File: src/rtl/scan_decoder_pkg.sv
// Shared types and helpers for the scan decoder family.
// State encoding and dwell-counter sizing live here so every user agrees on them.
package scan_decoder_pkg;

    typedef enum logic [1:0] {
        OFF    = 2'd0,
        DIRECT = 2'd1,
        SCAN   = 2'd2
    } state_t;

    // Dwell counter never narrower than one bit, even for DWELL of 1 or 2.
    function automatic int cnt_width(input int dwell);
        return (dwell <= 2) ? 1 : $clog2(dwell);
    endfunction

endpackage

File: src/rtl/onehot_dec.sv
// Purpose: combinational N-to-2^N one-hot decoder with enable (all-zero when disabled).
// Latency: 0 cycles, purely combinational.
// Backpressure: none; no flow control.
module onehot_dec #(
    parameter int N = 3
) (
    input  logic                 en,
    input  logic [N-1:0]         sel,
    output logic [(1<<N)-1:0]    y
);

    always_comb begin
        y = '0;
        if (en) begin
            y[sel] = 1'b1;
        end
    end

endmodule

File: src/rtl/scan_decoder.sv
// Purpose: registered N-to-2^N line decoder with direct (latched select) and auto-scan modes.
// Latency: 1 cycle from inputs to Y/idx/wrap/active.
// Backpressure: none; inputs are sampled every cycle, outputs are free-running strobes.
module scan_decoder
    import scan_decoder_pkg::*;
#(
    parameter int N     = 3,
    parameter int DWELL = 4
) (
    input  logic                 clk,
    input  logic                 rst_n,
    input  logic                 enable,
    input  logic                 mode,
    input  logic                 load,
    input  logic [N-1:0]         sel,
    output logic [(1<<N)-1:0]    Y,
    output logic [N-1:0]         idx,
    output logic                 wrap,
    output logic                 active
);

    localparam int W  = 1 << N;
    localparam int CW = cnt_width(DWELL);
    localparam logic [CW-1:0] CNT_LAST = CW'(DWELL - 1);

    state_t           state, state_nxt;
    logic [CW-1:0]    cnt, cnt_nxt;
    logic [N-1:0]     idx_nxt, dec_idx, idx_inc;
    logic [W-1:0]     y_nxt, dec_y;
    logic             dec_en, hold_y, wrap_nxt;

    assign idx_inc = idx + N'(1);

    always_ff @(posedge clk or negedge rst_n) begin
        if (!rst_n) begin
            state <= OFF;
        end else begin
            state <= state_nxt;
        end
    end

    always_comb begin
        state_nxt = state;
        case (state)
            OFF:     if (enable) state_nxt = mode ? SCAN : DIRECT;
            DIRECT:  if (!enable) state_nxt = OFF;
                     else if (mode) state_nxt = SCAN;
            SCAN:    if (!enable) state_nxt = OFF;
                     else if (!mode) state_nxt = DIRECT;
            default: state_nxt = OFF;
        endcase
    end

    // Next values for the registered outputs. A seed (entering scan or a
    // reseed) and a direct load both route sel through the decoder; a scan
    // step routes idx+1 through it instead.
    always_comb begin
        dec_en   = 1'b0;
        dec_idx  = idx;
        hold_y   = 1'b1;
        idx_nxt  = idx;
        cnt_nxt  = cnt;
        wrap_nxt = 1'b0;
        case (state)
            OFF: begin
                hold_y = 1'b0;
                if (enable && (mode || load)) begin
                    dec_en  = 1'b1;
                    dec_idx = sel;
                    idx_nxt = sel;
                    if (mode) cnt_nxt = '0;
                end
            end
            DIRECT: begin
                if (!enable) begin
                    hold_y = 1'b0;
                end else if (mode || load) begin
                    dec_en  = 1'b1;
                    dec_idx = sel;
                    idx_nxt = sel;
                    if (mode) cnt_nxt = '0;
                end
            end
            SCAN: begin
                if (!enable) begin
                    hold_y  = 1'b0;
                    cnt_nxt = '0;
                end else if (!mode) begin
                    hold_y = 1'b1;
                end else if (load) begin
                    dec_en  = 1'b1;
                    dec_idx = sel;
                    idx_nxt = sel;
                    cnt_nxt = '0;
                end else if (cnt == CNT_LAST) begin
                    dec_en   = 1'b1;
                    dec_idx  = idx_inc;
                    idx_nxt  = idx_inc;
                    cnt_nxt  = '0;
                    wrap_nxt = &idx;
                end else begin
                    cnt_nxt = cnt + CW'(1);
                end
            end
            default: hold_y = 1'b0;
        endcase
        y_nxt = dec_en ? dec_y : (hold_y ? Y : '0);
    end

    onehot_dec #(.N(N)) u_dec (
        .en  (dec_en),
        .sel (dec_idx),
        .y   (dec_y)
    );

    always_ff @(posedge clk or negedge rst_n) begin
        if (!rst_n) begin
            Y      <= '0;
            idx    <= '0;
            cnt    <= '0;
            wrap   <= 1'b0;
            active <= 1'b0;
        end else begin
            Y      <= y_nxt;
            idx    <= idx_nxt;
            cnt    <= cnt_nxt;
            wrap   <= wrap_nxt;
            active <= (state_nxt != OFF);
        end
    end

endmodule

File: config.mk
export PLATFORM = sky130hd
export DESIGN_NAME = scan_decoder
export DESIGN_NICKNAME = d
export VERILOG_FILES = /design/src/rtl/scan_decoder_pkg.sv /design/src/rtl/onehot_dec.sv /design/src/rtl/scan_decoder.sv
export SDC_FILE = /design/constraint.sdc
export NUM_CORES = 1
export LEC_CHECK = 0
export BUFFER_PORTS_ARGS = -buffer_cell sky130_fd_sc_hd__buf_2
export CAP_MARGIN = 20
export CORE_UTILIZATION = 48
export DETAILED_ROUTE_END_ITERATION = 8
export MAX_ROUTING_LAYER = met4
export PLACE_DENSITY = 0.71
export SLEW_MARGIN = 20
export SYNTH_ARGS = -nofsm -noshare
export SYNTH_HDL_FRONTEND = slang
export SYNTH_SLANG_ARGS = --single-unit
export TNS_END_PERCENT = 5
File: constraint.sdc
create_clock -name clk -period 2.7 [get_ports clk]
set_clock_uncertainty 0.2 [all_clocks]
set_input_delay 0.27 -clock clk [delete_from_list [all_inputs] [get_ports clk]]
set_output_delay 0.27 -clock clk [all_outputs]
set_load 0.01 [all_outputs]
==> metrics.cfg, run 1 <==
[layout]
nNetsFinal=145
filler_cell_count=199
layout-area-overhead-vs-synth_pct=12.5
design_area_sq_mm=0.00122
insertedDiodeCount=0
layout_common_cells=sky130_fd_sc_hd__buf_2 (20), sky130_fd_sc_hd__dfrtp_1 (17), sky130_fd_sc_hd__nand2_1 (9), sky130_fd_sc_hd__a21oi_1 (9), sky130_fd_sc_hd__inv_1 (8)
multi_input_comb_area_sq_um=587
post_route_cells_drive_above_1_share_pct=24.8
mostFrequentLayoutCell=sky130_fd_sc_hd__buf_2
regArea_sq_um=425

[logic_synthesis]
main_flop_type_after_synthesis=sky130_fd_sc_hd__dfrtp_1
yosysTopAreaCellShare_pct=39.3
synth_warnings=0
mappedNetlistNets=123
avgSynthCellArea_sq_um=10.0
netlist_instances=108
synth.largest_area_cell=sky130_fd_sc_hd__dfrtp_1
synth.cell_area_sq_mm=0.00108
synth_enable_flop_cells=0
yosys.cell_types.count=37
synth.area.top_cells=sky130_fd_sc_hd__dfrtp_1 (39%), sky130_fd_sc_hd__ha_1 (8.1%), sky130_fd_sc_hd__a21oi_1 (4.2%)
synth_seq_cells=17
synth_sequential_area_ratio_pct=39.3
postSynth.asyncResetShare_pct=100

[pwr]
irDropWorstVdd_v=0.000559
power.density_cell_area_mw_per_mm2=909
switching_power_mw=0.491
power.clock.fraction_pct=11.6
p_int_mw=0.617
p_total_mw=1.11
combinational_power_share_pct=53.5
netSwitchingFraction_pct=44.3
cellLeakagePower_nw=0.588
power.share.sequential_pct=35.0

[sta]
worst-slew-pin-transition_ns=0.449
report.final.setup_viol=0
fin_hold_ws_ns=0.0947
slew_headroom_pct=69.8
final-max-slew-violation-count=0
period_utilization_pct=85.4
timing_limited_maximum_frequency_ghz=0.434
setup_repair_after_global_routing_missed_its_margin=false
fin_setup_tns_ns=0
final-hold-violation-count=0
min_period_ns=2.31

[worst_setup_path]
path_cells=ha_1, and3b_1, a21oi_1, o32ai_2, a221oi_4, inv_4, o32ai_1
critPathMaxFanout=6
required_ns=2.68
r2r_start=idx[0]
critical-path-slowest-cell=sky130_fd_sc_hd__dfrtp_1
end_kind=flip-flop
cpPeakStageDelay_ns=0.44
critPathArrivalTime_ns=2.29
critical_path.startpoint_type=flip-flop
crit_start=idx[0]
timing_worst_setup_path_type=flip-flop to flip-flop

[detailed_routing]
post_drt_wl_per_cell_um=13.7
drt_total_wl_um=2130
remaining_drc_errors=0
route.antenna.remaining_nets=0
detail_route.first_pass.iterations=4
via_count=876
detailedRoute.firstIterationViolations=13
vias_per_cell=5.62

[clock_tree]
holdBufCountCts=1
worst_setup_hold_path_clk_slew_ns=0.09
worst_skew_pair_latency_ns=0.29
tritoncts=built
ctsHtreeMaxLevel=1
numCtsBuffers=3
cts-root-buf=sky130_fd_sc_hd__clkbuf_4
post_cts.repair.setup_buffers=0
cts_resized=0
clockBufferDepth=2
cts.sinks=17

[grt]
grt_usage_pct=21.5
first_pass_grt_wire_length_um=3940
gr-total-overflow=0
grt_antenna_before_repair=0
grt_start_max_net_pins=18
number_of_global_route_vias_before_repair=848

[place]
place.gp.congestion=0.815
numPortBuffers=20
dp_hpwl_um=1620
dpl_cell_area_sq_mm=0.00118

[floorplanning]
num_rows=16
die-area_sq_mm=0.00245
floorplan.io_pins=21
fp.dieW_um=49.5
core_sq_mm=0.00204
floorplan.die.height_um=49.5
starting_density_pct=53.1

[hold_path]
source_of_the_worst_hold_timing_path=sel[1]
worstHoldPathType=input port to flip-flop

[run_status]
run_status=finished clean

[job]
max_cap_viol_count=0

[critical path, delay by kind of cell (launching register included)]
kind,cells,cell delay [ns]
adder cells (fa/ha/maj),1,0.32
AND/OR/NAND/NOR,1,0.18
flip-flops,1,0.44
buffers and inverters,1,0.08
AO/OA/AOI/OAI,4,0.98
[registers in the layout, summed over array words and instances, names as in the netlist]
name    count
idx         3
Y           8
cnt         2
state       2
active      1
wrap        1
[final cells by class]
cell class                 count  area share, %
clock buffer                   4           2.16
tap                           27           2.77
inverter                       9           2.98
timing repair buffer          21           9.03
multi-input combinational     78           48.2
sequential                    17           34.9
[power groups by stage]
stage | sequential (mW) | combinational, mW | clock (mW)
floorplan | 0.406 | 0.413 | 0
global placement | 0.386 | 0.576 | 0
detailed placement | 0.393 | 0.590 | 0
CTS | 0.387 | 0.594 | 0.138
global route | 0.399 | 0.671 | 0.147
finish | 0.388 | 0.592 | 0.128
[routing by layer]
metal	up-vias	wire length, um	share of wire, %	track usage [%]
met2	22	1030	48	33.3
li1	440	-	-	-
met3	0	121	5.7	4.63
met4	0	0	0	2.86
met1	414	984	46	29.8
met5	-	0	0	-
[cells in the mapped netlist (all sizes together), types with 2 or more instances]
library cell   n
nor3b          2
nand3b         2
o32ai          5
buf            4
nand2          9
o221ai         2
and2           2
nor2           6
o21ai          7
mux2           2
ha             7
nor3           2
dfrtp         17
a32o           4
nand2b         4
inv            9
o21a           2
a21oi          9
nor2b          3
[per-stage QoR]
stage	utilization (%)	setup slack, ns	cells
after floorplan	-	0.607	108
after global placement	57.9	0.500	151
after detailed placement	57.9	0.423	151
after CTS	59.7	0.399	156
after global routing	59.7	0.212	156
final	59.7	0.393	156
[cells by family (layout without fill, tap and decap cells)]
kind of cell | Yosys count | after routing | synth area share (%)
buf+inv | 13 | 34 | 6.58
mux | 3 | 3 | 3.00
fa+ha+maj | 7 | 7 | 8.08
simple gates | 33 | 33 | 17.3
flops | 17 | 17 | 39.3
compound gates | 35 | 35 | 25.8
[worst paths after layout]
check,slack [ns],endpoint,cells past startpoint
min in group asynchronous,0.22,idx[0],2
min reg2reg,0.30,Y[4],1
max reg2reg,0.39,Y[1],7
max,0.39,Y[1],7
max in group asynchronous,1.79,Y[6],2
min,0.09,idx[1],3
Note: power is estimated with default switching activity, not from simulation.
==> run 2: changes to the inputs <==
Settings changed: SYNTH_HIERARCHICAL set to 1.
==> run 2 against run 1 <==
Via count rose by 14%. Critical path depth rose by 2. Die area rose by 0.12%. Sequential share of layout area fell by 2.9 points. Cell count rose by 9.0%. Register-to-register slack got worse by 0.26 ns. Count of clock-buffer cells in the layout did not move. Combinational power rose by 32%. Global-route usage rose by 0.73 points. Routed wire length rose by 19%.
==> metrics.cfg, run 2 <==
[layout]
regArea_sq_um=427
filler_cell_count=182
insertedDiodeCount=0
largest_register_ffs=8
mostFrequentLayoutCell=sky130_fd_sc_hd__buf_2
layout-area-overhead-vs-synth_pct=23.0
registers.top_by_ff_count=Y
design_area_sq_mm=0.00133
multi_input_comb_area_sq_um=617
layout_common_cells=sky130_fd_sc_hd__buf_2 (20), sky130_fd_sc_hd__dfrtp_1 (16), sky130_fd_sc_hd__nand2_1 (13), sky130_fd_sc_hd__inv_1 (12), sky130_fd_sc_hd__buf_4 (10)
nNetsFinal=159
post_route_cells_drive_above_1_share_pct=37.8
final_cells=170
biggestRegsByFlops=Y (8), idx (3)

[place]
dp_hpwl_um=1720
place.gp.congestion=0.825
dpl_cell_area_sq_mm=0.00123
pre_cts_ws_ns=0.0441
place.detailed.instances=160
numPortBuffers=20

[logic_synthesis]
synth_enable_flop_cells=0
synth.cell_area_sq_mm=0.00108
yosysTopAreaCellShare_pct=39.2
netlist_top_cells_count=sky130_fd_sc_hd__dfrtp_1 (17), sky130_fd_sc_hd__nand2_1 (13), sky130_fd_sc_hd__inv_1 (12)
netlist_instances=111
yosys.cell_types.count=39
avgSynthCellArea_sq_um=9.77
synth_sequential_area_ratio_pct=39.2
yosys.cell_count.top_type=sky130_fd_sc_hd__dfrtp_1
main_flop_type_after_synthesis=sky130_fd_sc_hd__dfrtp_1
synth_warnings=6
synth.area.top_cells=sky130_fd_sc_hd__dfrtp_1 (39%), sky130_fd_sc_hd__ha_1 (8.1%), sky130_fd_sc_hd__o22ai_1 (5.2%)
mappedNetlistNets=126
synth.largest_area_cell=sky130_fd_sc_hd__dfrtp_1
synth_seq_cells=17
postSynth.asyncResetShare_pct=100

[clock_tree]
worst_setup_hold_path_clk_slew_ns=0.10
cts.sinks=17
clockBufferDepth=2
worst_skew_pair_latency_ns=0.29
ctsHtreeMaxLevel=1
numCtsBuffers=3
cts-root-buf=sky130_fd_sc_hd__clkbuf_4
tritoncts=built

[grt]
grt_usage_pct=22.2
first_pass_grt_wire_length_um=4060
number_of_global_route_vias_before_repair=893
grt_antenna_before_repair=0
grt_start_max_net_pins=18
gr-total-overflow=0

[worst_setup_path]
timing_worst_setup_path_type=flip-flop to flip-flop
critPathMaxFanout=5
path_cells=inv_1, ha_2, or2_4, a221oi_4, nor2b_1, a221o_2, nor4b_2, inv_1, o22ai_1
required_ns=2.72
cpPeakStageDelay_ns=0.44
end_kind=flip-flop
cp_common_cell=sky130_fd_sc_hd__inv_1
critical_path.startpoint_type=flip-flop
critical-path-slowest-cell=sky130_fd_sc_hd__dfrtp_1
critPathArrivalTime_ns=2.58

[floorplanning]
core_sq_mm=0.00204
starting_density_pct=53.1
num_rows=16
die-area_sq_mm=0.00245
floorplan.io_pins=21
fp.dieW_um=49.5
floorplan.die.height_um=49.5

[detailed_routing]
post_drt_wl_per_cell_um=15.0
detailedRoute.firstIterationViolations=32
drt_total_wl_um=2540
detail_route.first_pass.iterations=4
route.antenna.remaining_nets=0
vias_per_cell=5.86
via_count=997
remaining_drc_errors=0

[sta]
final-hold-violation-count=0
min_period_ns=2.57
period_utilization_pct=95.1
worst-slew-pin-transition_ns=0.397
fin_setup_tns_ns=0
timing_limited_maximum_frequency_ghz=0.390
report.final.setup_viol=0
fin_ws_ns=0.134
fin_hold_ws_ns=0.104
final-max-slew-violation-count=0
slew_headroom_pct=73.5
setup_repair_after_global_routing_missed_its_margin=false

[hold_path]
worstHoldPathType=input port to flip-flop

[job]
max_cap_viol_count=0

[pwr]
irDropWorstVdd_v=0.000676
cellLeakagePower_nw=0.646
power.density_cell_area_mw_per_mm2=964

[run_status]
run_status=finished clean

run 2: changes by cell type after synthesis, moves of 4 or more:
cell / previous run / this run
sky130_fd_sc_hd__a21oi_1: 9 / 3
sky130_fd_sc_hd__inv_1: 8 / 12
sky130_fd_sc_hd__nand2_1: 9 / 13
sky130_fd_sc_hd__o21ai_1: 5 / 1
sky130_fd_sc_hd__o22ai_1: 1 / 9
sky130_fd_sc_hd__o32ai_1: 4 / 0
run 2: report_power, final:
group          switching [mW]  internal (mW)  total, mW
Sequential             0.0520          0.312      0.364
Clock                  0.0813         0.0575      0.139
Combinational           0.405          0.378      0.783
run 2: cell families (layout without fill, tap and decap cells):
group / Yosys count / count (layout) / synth area share, %
and+or+nand+nor: 40 / 40 / 23.6
buffers and inverters: 16 / 47 / 7.03
adders and majority gates: 7 / 7 / 8.07
muxes: 2 / 2 / 2.08
AOI/OAI and AO/OA: 29 / 30 / 20.0
DFF: 17 / 17 / 39.2
run 2: metrics by stage:
step	util (%)	power [mW]
5_1_grt	65.3	1.38
3_3_place_gp	60.4	1.02
3_5_place_dp	60.4	1.04
4_1_cts	62.1	1.19
2_1_floorplan	-	0.834
6_report	65.3	1.29
run 2: cell type report:
cell class / count / share of cell area [%]
Clock buffer: 4 / 1.97
Inverter: 12 / 3.38
Multi-Input combinational cell: 79 / 46.2
Sequential cell: 17 / 32.0
Tap cell: 27 / 2.53
Timing Repair Buffer: 31 / 13.9
run 2: timing repair:
| action | CTS | global route |
|---|---|---|
| endpoints found under the hold margin | 17 | 0 |
| endpoints found under the setup margin | 0 | 8 |
| hold buffers | 1 | 0 |
| gates resized for setup | 0 | 7 |
| setup buffers | 0 | 4 |
run 2: worst max-delay path: cells and delay by family, from the launching register on:
| family | cells | cell delay, ns |
|---|---|---|
| AO/OA/AOI/OAI | 3 | 0.82 |
| buffers and inverters | 2 | 0.16 |
| adder cells (fa/ha/maj) | 1 | 0.21 |
| flip-flops | 1 | 0.44 |
| AND/OR/NAND/NOR | 3 | 0.67 |
run 2: layer usage:
metal | up-vias | wire, um | part of all wire [%] | GRT usage (%)
li1 | 477 | - | - | -
met2 | 41 | 1230 | 48 | 34.0
met5 | - | 0 | 0 | -
met4 | 0 | 39 | 1.5 | 6.19
met3 | 4 | 120 | 4.7 | 2.78
met1 | 475 | 1150 | 45 | 31.0
run 2: path summary, 6_finish.rpt:
kind,slack (ns),cells after the start,startpoint,to
worst min-delay path,0.10,3,mode,wrap
max in group asynchronous,1.77,2,rst_n,state[0]
min in group asynchronous,0.22,2,rst_n,active
worst min register to register,0.32,2,Y[7],Y[7]
worst max-delay path,0.13,9,state[1],Y[0]
worst max register to register,0.13,9,state[1],Y[0]
